[config.mk]
export PLATFORM = sky130hd
export DESIGN_NAME = seq_multiplier_64
export DESIGN_NICKNAME = d
export VERILOG_FILES = /design/src/rtl/seq_multiplier_64.sv
export SDC_FILE = /design/constraint.sdc
export NUM_CORES = 1
export LEC_CHECK = 0
export CORE_ASPECT_RATIO = 0.5
export CORE_MARGIN = 4
export CORE_UTILIZATION = 63
export DETAILED_ROUTE_END_ITERATION = 8
export PLACE_DENSITY = 0.95
export SETUP_SLACK_MARGIN = 0.5
export SLEW_MARGIN = 20
export SYNTH_ARGS = -nofsm -noshare
export SYNTH_HDL_FRONTEND = slang
export SYNTH_SLANG_ARGS = --single-unit
[constraint.sdc]
create_clock -name Clk -period 10.3 [get_ports Clk]
set_clock_uncertainty 0.15 [all_clocks]
set_input_delay 1.03 -clock Clk [delete_from_list [all_inputs] [get_ports Clk]]
set_output_delay 1.03 -clock Clk [all_outputs]
set_load 0.05 [all_outputs]
[src/rtl/seq_multiplier_64.sv]
// Iterative shift-add 32x32 -> 64 multiplier (signed/unsigned) for the HI/LO path.
// Optional build macro MULT_EARLY_TERM_EN ends RUN once the remaining multiplier is zero.
module seq_multiplier_64 #(
    parameter int WIDTH = 32
) (
    input  logic                 Clk,
    input  logic                 Reset,
    input  logic                 Start,
    input  logic                 Signed,
    input  logic [WIDTH-1:0]     A,
    input  logic [WIDTH-1:0]     B,
    output logic                 Busy,
    output logic                 Done,
    output logic [2*WIDTH-1:0]   Product
);

    localparam int PW = 2 * WIDTH;
    localparam int CW = $clog2(WIDTH) + 1;

    typedef enum logic [1:0] {
        IDLE = 2'd0,
        RUN  = 2'd1,
        FIX  = 2'd2
    } state_t;

    state_t          state, state_nxt;
    logic [PW-1:0]   mcand;
    logic [PW-1:0]   acc;
    logic [PW-1:0]   acc_sum;
    logic [WIDTH-1:0] mplier;
    logic [CW-1:0]   cnt;
    logic            neg;
    logic [WIDTH-1:0] mag_a, mag_b;
    logic            last_step;

    // Magnitudes are held unsigned, so -2^31 becomes 0x8000_0000 without overflow.
    always_comb begin
        mag_a = (Signed && A[WIDTH-1]) ? -A : A;
        mag_b = (Signed && B[WIDTH-1]) ? -B : B;
    end

    always_comb begin
        acc_sum = mplier[0] ? (acc + mcand) : acc;
    end

`ifdef MULT_EARLY_TERM_EN
    // Stop as soon as no set multiplier bits remain after this step.
    always_comb begin
        last_step = (mplier[WIDTH-1:1] == '0) || (cnt == CW'(WIDTH - 1));
    end
`else
    always_comb begin
        last_step = (cnt == CW'(WIDTH - 1));
    end
`endif

    always_ff @(posedge Clk) begin
        if (Reset) begin
            state <= IDLE;
        end else begin
            state <= state_nxt;
        end
    end

    always_comb begin
        state_nxt = state;
        case (state)
            IDLE:    if (Start) state_nxt = RUN;
            RUN:     if (last_step) state_nxt = FIX;
            FIX:     state_nxt = IDLE;
            default: state_nxt = IDLE;
        endcase
    end

    // Busy comes straight from the state register; Start never reaches it combinationally.
    assign Busy = (state != IDLE);

    always_ff @(posedge Clk) begin
        if (Reset) begin
            mcand   <= '0;
            acc     <= '0;
            mplier  <= '0;
            cnt     <= '0;
            neg     <= 1'b0;
            Product <= '0;
            Done    <= 1'b0;
        end else begin
            Done <= 1'b0;
            case (state)
                IDLE: begin
                    if (Start) begin
                        mcand  <= {{WIDTH{1'b0}}, mag_a};
                        mplier <= mag_b;
                        acc    <= '0;
                        cnt    <= '0;
                        neg    <= Signed & (A[WIDTH-1] ^ B[WIDTH-1]);
                    end
                end
                RUN: begin
                    acc    <= acc_sum;
                    mcand  <= mcand << 1;
                    mplier <= mplier >> 1;
                    cnt    <= cnt + CW'(1);
                end
                FIX: begin
                    Product <= neg ? -acc : acc;
                    Done    <= 1'b1;
                end
                default: ;
            endcase
        end
    end

endmodule

==> summary by stage, run 1 <==
Run status
The run finished with clean final reports.

Clock tree
The post-cts hold buffer count is 0. The post-CTS repair timing setup buffer count is 0. The clock transition at the registers of the reported paths is 60 ps. The number of levels the H-tree was split into is 1.

The clock insertion delay at the later pin of the skew report is 520 ps. The clock root buffer master is sky130_fd_sc_hd__clkbuf_16. TritonCTS built the clock tree. The clock net in this run drives a total of 234 sinks. After clock tree synthesis, the repair step resized 0 gates.

The number of buffers on the longest clock path is 3. The number of CTS-inserted buffers is 22.

Global route
Global routing used 29.59% of the available tracks. Summed over all layers, the global routing overflow is 0. Entering global routing, the biggest net connects 104 pins. The via count of the first global-routing pass is 12,940. The wire length of the first global-routing pass is 64,000 um. The number of antenna violations at the first check in global routing came to 0.

Die
The die footprint is 25,470 um^2. The core region is 22,060 um^2. The die is 114.9 um tall. The floorplan die width is 221.7 um. The starting density of the core is 65.22%.

For this design the top-level I/O count stands at 134. The number of placement rows is 38.

Worst setup path
The worst flop-to-flop path startpoint is acc[11]$_SDFFE_PP0P_. The data arrival at the endpoint of the critical path is 4820 ps. The critical path is of the reg -> reg type.

The setup check on the worst reg-to-reg path leaves a slack of 5700 ps. The type of element launching the critical path is a flip-flop. The logic depth of the worst register-to-register path is 10. At the worst endpoint, the required time is 10,530 ps. The worst setup path is captured at a flip-flop. Of all nets on the critical path, the largest fanout is 7. The endpoint of the worst-slack reg-to-reg timing path is Product[54]$_SDFFE_PP0P_.

Worst hold path
The path type of the worst min-delay path is reg -> reg. The beginning of the worst hold path is Product[56]$_SDFFE_PP0P_. The worst min-delay path endpoint is Product[56]$_SDFFE_PP0P_. The number of stages on the worst hold path is 2.

Placement
The number of input and output port buffers inserted is 133. The last weighted congestion value of the routability-driven placer is 0.9657. The placement-stage worst setup slack is 5728 ps. The wire-length estimate of the detail-placed layout is 27,790 um.

Timing
The max-slew violation count came to 0. The top achievable clock speed is 217.5 MHz. In the finished design, the share of the clock period the worst path needs comes to 44.63%.

Summed over all failing endpoints, the final setup total negative slack is 0 ps. Setup violations remaining at the end of the flow were counted as 0. Setup repair after global routing left no endpoint under its margin. The worst-case setup margin in the final layout is 5703 ps.

The hold violation total from the final report is 0. At the pin with the least slew margin, the transition time is 1016 ps. The clock period could shrink to 4597 ps.

The relative max-transition margin is 32.30%.

Finish
Counting the fill cells in the layout gives 1,673. The area growth from synthesis to layout is 14.61%. In the final layout, the share of cells above drive strength 1 is 4.258%. 0 antenna diodes ended up in the layout. The net count of the finished layout is 2,000.

Flow run
Max-cap violations in this run came to 0.

Yosys
Counting flops with a built-in enable in the synthesized netlist gives 0. The most used flip-flop cell after synthesis is sky130_fd_sc_hd__dfxtp_1. The portion of the post-synthesis area used by sequential elements is 32.56%. The per-instance average area after synthesis is 7.923 um^2.

Synthesis handed over a netlist of 1,816 instances. The mapped netlist covers 14,390 um^2. Synthesis inferred 234 register bits.

The count of distinct cell types in the synthesized netlist is 67. After synthesis, the share of flip-flops with an asynchronous set or reset is 0%. The post-synth net total is 1,952. Yosys printed 0 warnings.

Power and ir drop
In this run the static leakage power is 6.438 nW. The worst ir drop on vdd is 0.0001038 V. The power density over the cells is 127.5 nW/um^2.

Detailed routing
The final wirelength is 39,460 um. After detailed routing, the average wire length per cell comes to 18.11 um. The via count is 13,890. The number of DRC violations after detailed routing is 0. The detail route stage leaves a number of antenna-violating nets equal to 0. Before antenna repair, the detailed router went through 6 iterations. The starting DRC count in detailed routing is 1,417.

The vias per cell is 6.373.
==> layout make-up <==
type / count / area [um^2] / area share, %
multi-input combinational: 1430 / 9155 / 55.52
timing repair buffer: 147 / 1434 / 8.695
inverter: 29 / 108.9 / 0.6601
clock buffer: 29 / 618.1 / 3.748
clock inverter: 10 / 113.9 / 0.6904
tap: 300 / 375.4 / 2.276
sequential: 234 / 4686 / 28.41
==> Yosys cell counts, types with 12 or more instances <==
cell type | number | share of area, %
sky130_fd_sc_hd__o31ai_1 | 40 | 2.1
sky130_fd_sc_hd__a22o_1 | 29 | 1.8
sky130_fd_sc_hd__dfxtp_1 | 234 | 33
sky130_fd_sc_hd__o41ai_1 | 12 | 0.73
sky130_fd_sc_hd__nand4_1 | 29 | 1.3
sky130_fd_sc_hd__xnor2_1 | 63 | 3.8
sky130_fd_sc_hd__clkbuf_1 | 115 | 3.0
sky130_fd_sc_hd__a21o_1 | 42 | 2.2
sky130_fd_sc_hd__or4_1 | 15 | 0.78
sky130_fd_sc_hd__or3_1 | 14 | 0.61
sky130_fd_sc_hd__inv_1 | 29 | 0.76
sky130_fd_sc_hd__a22oi_1 | 26 | 1.4
sky130_fd_sc_hd__nor2_1 | 201 | 5.2
sky130_fd_sc_hd__a211oi_1 | 100 | 5.2
sky130_fd_sc_hd__nor3_1 | 22 | 0.77
sky130_fd_sc_hd__nand2_1 | 143 | 3.7
sky130_fd_sc_hd__xor2_1 | 115 | 7.0
sky130_fd_sc_hd__o21bai_1 | 20 | 1.0
sky130_fd_sc_hd__nand2b_1 | 13 | 0.57
sky130_fd_sc_hd__nand3_1 | 51 | 1.8
sky130_fd_sc_hd__o21ai_0 | 151 | 5.3
sky130_fd_sc_hd__ha_1 | 67 | 5.8
sky130_fd_sc_hd__a31oi_1 | 14 | 0.61
sky130_fd_sc_hd__a21oi_1 | 140 | 4.9
==> worst max path at each step <==
stage | startpoint | to | cells after the start
final | acc[11]$_SDFFE_PP0P_ | Product[54]$_SDFFE_PP0P_ | 10
after CTS | acc[11]$_SDFFE_PP0P_ | Product[54]$_SDFFE_PP0P_ | 10
after global placement | B[6] | mplier[28]$_SDFFE_PP0P_ | 10
after detailed placement | B[8] | mplier[28]$_SDFFE_PP0P_ | 10
after global routing | acc[11]$_SDFFE_PP0P_ | Product[54]$_SDFFE_PP0P_ | 10
after floorplan | acc[25]$_SDFFE_PP0P_ | Product[55]$_SDFFE_PP0P_ | 11
==> sequential cells by signal, summed over array words and instances (netlist names) <==
| signal | cells |
|---|---|
| Done | 1 |
| Product | 64 |
| acc | 64 |
| cnt | 6 |
| mcand | 64 |
| mplier | 32 |
| neg | 1 |
| state | 2 |
==> report_power, final <==
part | switching (W) | total, W | internal [W]
registers | 0.0000240 | 0.000959 | 0.000935
logic | 0.000196 | 0.000306 | 0.000110
clock network | 0.000362 | 0.000838 | 0.000476
total | 0.000583 | 0.00210 | 0.00152
==> metal layers <==
layer	track usage, %	share of wire, %	vias up
li1	-	-	6738
met1	39.26	43	6494
met2	49.90	46	558
met3	4.847	7.6	97
met4	10.20	3.4	0
met5	0	0	-
==> critical path, stage by stage, from the launching register on <==
cell and delay (ps):
sky130_fd_sc_hd__dfxtp_1 380, sky130_fd_sc_hd__or4_1 610, sky130_fd_sc_hd__nor4_1 610, sky130_fd_sc_hd__nand2b_1 190, sky130_fd_sc_hd__nor4_1 720, sky130_fd_sc_hd__nand2b_1 310, sky130_fd_sc_hd__or2_2 420, sky130_fd_sc_hd__or4_1 510
sky130_fd_sc_hd__o31ai_1 280, sky130_fd_sc_hd__xor2_1 180, sky130_fd_sc_hd__o21ai_0 100
==> logic make-up after synthesis <==
| logic type | count (synthesis) | synth area share [%] |
|---|---|---|
| flip-flops | 234 | 32.56 |
| AND/OR/NAND/NOR | 546 | 17.74 |
| adder cells (fa/ha/maj) | 68 | 5.965 |
| XOR/XNOR | 178 | 10.83 |
| AO/OA/AOI/OAI | 636 | 28.74 |
| multiplexers | 2 | 0.1478 |
| buffers and inverters | 152 | 4.017 |
==> through the flow <==
step	hold WS [ps]	util (%)	area [um^2]	total power, W	instances
finish	301.7	74.75	16490	0.002103	2179
floorplan	294.8	-	14390	0.001176	1816
global route	321.9	74.75	16490	0.002173	2179
global placement	284.5	71.42	15760	0.001266	2140
detailed placement	293.3	71.42	15760	0.001274	2140
CTS	305.8	74.74	16490	0.002100	2179
==> cells in the final DEF (no fill, tap or decap), types with 6 or more instances in the layout <==
| cell | synthesis | routed |
|---|---|---|
| sky130_fd_sc_hd__o21a_1 | 9 | 9 |
| sky130_fd_sc_hd__inv_1 | 29 | 29 |
| sky130_fd_sc_hd__clkbuf_16 | 0 | 23 |
| sky130_fd_sc_hd__o31ai_1 | 40 | 40 |
| sky130_fd_sc_hd__o21bai_1 | 20 | 20 |
| sky130_fd_sc_hd__a31oi_1 | 14 | 14 |
| sky130_fd_sc_hd__nor2_1 | 201 | 198 |
| sky130_fd_sc_hd__o211ai_1 | 8 | 8 |
| sky130_fd_sc_hd__nand3_1 | 51 | 51 |
| sky130_fd_sc_hd__nor4_1 | 9 | 9 |
| sky130_fd_sc_hd__nor3_1 | 22 | 21 |
| sky130_fd_sc_hd__xnor2_1 | 63 | 63 |
| sky130_fd_sc_hd__a211oi_1 | 100 | 100 |
| sky130_fd_sc_hd__or4_1 | 15 | 15 |
| sky130_fd_sc_hd__a21o_1 | 42 | 42 |
| sky130_fd_sc_hd__o22ai_1 | 6 | 6 |
| sky130_fd_sc_hd__a22oi_1 | 26 | 26 |
| sky130_fd_sc_hd__nand2b_1 | 13 | 12 |
| sky130_fd_sc_hd__xor2_1 | 115 | 115 |
| sky130_fd_sc_hd__o41ai_1 | 12 | 12 |
| sky130_fd_sc_hd__a22o_1 | 29 | 29 |
| sky130_fd_sc_hd__o21ai_1 | 7 | 7 |
| sky130_fd_sc_hd__ha_1 | 67 | 67 |
| sky130_fd_sc_hd__o21ai_0 | 151 | 151 |
| sky130_fd_sc_hd__a21oi_1 | 140 | 140 |
| sky130_fd_sc_hd__buf_4 | 0 | 15 |
| sky130_fd_sc_hd__nand4_1 | 29 | 29 |
| sky130_fd_sc_hd__nand2_1 | 143 | 142 |
| sky130_fd_sc_hd__clkdlybuf4s50_1 | 0 | 132 |
| sky130_fd_sc_hd__or3_1 | 14 | 14 |
| sky130_fd_sc_hd__dfxtp_1 | 234 | 233 |
| sky130_fd_sc_hd__and2_1 | 11 | 10 |
No activity file was read; power rests on OpenSTA's default activity.
==> inputs of run 2 (changes only) <==
Settings changed: CORE_UTILIZATION 63 to 59, PLACE_DENSITY 0.95 to 0.92.
Clock period 10.3 ns to 4.7 ns, I/O delays scaled along.
==> summary by stage, run 2 (synthesized netlist as in run 1, its figures left out) <==
Clock tree
The cell sitting at the root of the clock tree is a sky130_fd_sc_hd__clkbuf_16. The number of buffers on the longest clock path is 3. The clock transition at the registers of the reported paths is 70 ps. The TritonCTS clock tree is yes.

Clock latency on the worst-skew pair, taken at its later pin, is 530 ps. Buffers inserted to repair hold after CTS numbered 0. In this run, CTS created clock tree buffers numbering 23. The tree built by TritonCTS fans out to 234 sinks. The number of levels the H-tree was split into is 1.

Timing
The total negative setup slack is 0 ps. For the pin with the worst max-slew slack, the measured transition is 959.8 ps. Setup violations remaining at the end of the flow were counted as 0. In this run the tightest slew margin relative to its limit is 36.01%. The clock period minus final worst setup slack is 4231 ps. Setup repair after global routing could not meet its margin everywhere. The worst path meets setup with 468.7 ps of slack. Dividing the final minimum period by the clock period gives 90.03%.

The max-slew violation count is 0. The hold violation total from the final report is 0. Based on the critical path, the design can be clocked at up to 236.3 MHz.

Placement
Buffers placed on the I/O ports in this run total 133. At the end of routability-driven placement, the weighted congestion stood at 0.9950. The estimated wirelength of the detail-placed design is 28,190 um.

The placement-stage worst setup slack is 347.8 ps.

Worst setup path
The data required time at the worst endpoint is 4940 ps. Together, buffers and inverters on the worst path number 0. In this run the worst path has a maximum fanout of 6.

Data arrives at the worst endpoint at 4470 ps. The worst setup path is launched from a flip-flop. The critical path is of the reg -> reg type.

The largest single stage delay on the critical path is 520 ps. The critical path goes through or4_4, or4_4, nor4b_4, or4b_4, or3_4, or4_4, or4_4, o31ai_4, xor2_1, o21ai_1. On the critical path, the stage with the largest delay is an instance of sky130_fd_sc_hd__or4_4. The most numerous cell type found on the critical path is sky130_fd_sc_hd__or4_4. The cell family contributing the most delay on the critical path is simple AND/OR/NAND/NOR gates. STA classifies the critical path endpoint as a flip-flop.

Die
The floorplan step set the die height to 118.4 um. The number of placement rows is 40. The core box area is 23,970 um^2.

For this configuration, the core starts out at a cell density of 60.02%. The floorplan die width is 228.9 um. In this run the count of I/O pins placed on the die edge is 134. The die footprint is 27,100 um^2.

Worst hold path
The path type of the worst min-delay path is in -> reg.

Global route
The number of antenna violations at the first check in global routing is 0. The pin count of the biggest net entering global routing is 103. The first global-routing pass estimated 63,890 um of wire. For this run the aggregate overflow at the end of global routing stands at 0.

The via count of the first global-routing pass is 12,700. Across every metal layer, demand over resource in global routing totals 27.41%.

Power and ir drop
The leakage dissipation is 6.527 nW. The worst ir drop on vdd is 0.0001922 V. For this design the ratio of total power to cell area is 282.7 nW/um^2.

Finish
The largest registers in the layout are Product x64, acc x64, mcand x64. The top cell types in the final layout, fill and taps aside, are 230 x sky130_fd_sc_hd__dfxtp_1, 199 x sky130_fd_sc_hd__nor2_1, 150 x sky130_fd_sc_hd__o21ai_0. Compared with the post-synthesis result, the final layout area differs by 15.85%. 0 antenna diodes ended up in the layout.

After the last flow step, the layout net total stands at 2,011. The most common cell after layout, fill and taps aside is sky130_fd_sc_hd__dfxtp_1. The post-route netlist has 5.029% of its cells at a drive strength greater than 1.

Detailed routing
The final wirelength is 39,170 um. After detailed routing, the number of remaining DRC violations is 0. The vias per cell is 6.276. In this run, the number of DRC markers left after iteration 0 of detailed routing was 1,525. Detailed routing inserted a total of 13,830 vias.

The detailed-router iteration count before antenna repair is 6. The antenna violation net count after detailed routing is 0. The wire length per cell after detailed routing is 17.77 um.

Flow run
Across the run, the number of max-cap violations was 0.

Run status
The run finished with clean final reports.
==> run 2: cell count changes in the layout (fill, tap and decap cells not counted), sizes merged <==
cell | before | now
clkinvlp | 1 | 0
inv | 29 | 30
clkinv | 7 | 6
bufinv | 2 | 3
buf | 15 | 25
==> run 2: worst paths after layout <==
check / startpoint / to / slack [ps] / cells past startpoint
setup / recovery: acc[27]$_SDFFE_PP0P_ / Product[57]$_SDFFE_PP0P_ / 470 / 10
hold / removal: Reset / cnt[2]$_SDFFE_PP0P_ / 290 / 2
setup reg to reg: acc[27]$_SDFFE_PP0P_ / Product[57]$_SDFFE_PP0P_ / 470 / 10
hold reg to reg: Product[59]$_SDFFE_PP0P_ / Product[59]$_SDFFE_PP0P_ / 310 / 2
==> run 2: worst register-to-register path: cells and delay by family, from the launching register on <==
kind,cells,cell delay [ps]
xor+xnor,1,200
simple gates,7,3040
flops,1,350
compound gates,2,340
==> run 2: cell type report <==
type	count	area (um^2)
Multi-Input combinational cell	1430	9183
Fill cell	1879	7303
Sequential cell	234	4697
Timing Repair Buffer	157	1509
Clock buffer	29	638.1
Tap cell	315	394.1
Clock inverter	10	140.1
Inverter	29	108.9
==> run 2: routing by layer <==
layer	wire (um)	GRT usage, %
met2	17660	44.82
met5	0	0
met3	2700	3.396
met1	17510	38.00
met4	1299	8.504
==> run 2: repair_timing <==
action                                  4_1_cts  5_1_grt
endpoints found under the setup margin        6        6
pin swaps                                     2        2
cloned                                        0        0
setup buffers                                 5        1
gates resized for setup                       8        2
==> run 2: stage by stage <==
stage                     instances  cell area (um^2)  hold WS (ps)  power (W)  utilization, %
after global routing           2204             16670         321.3   0.004881           69.54
after CTS                      2203             16650         280.5   0.004708           69.45
after detailed placement       2159             15800         294.7   0.002796           65.92
after floorplan                1816             14390         294.8   0.002578               -
final                          2204             16670         292.6   0.004712           69.54
after global placement         2159             15800         284.9   0.002780           65.92
==> run 2: power breakdown <==
part / switching (W) / leakage, nW / internal (W)
registers: 0.0000617 / 1.90 / 0.00205
logic: 0.000421 / 4.24 / 0.000257
clock network: 0.000797 / 0.386 / 0.00113
total: 0.00128 / 6.53 / 0.00343
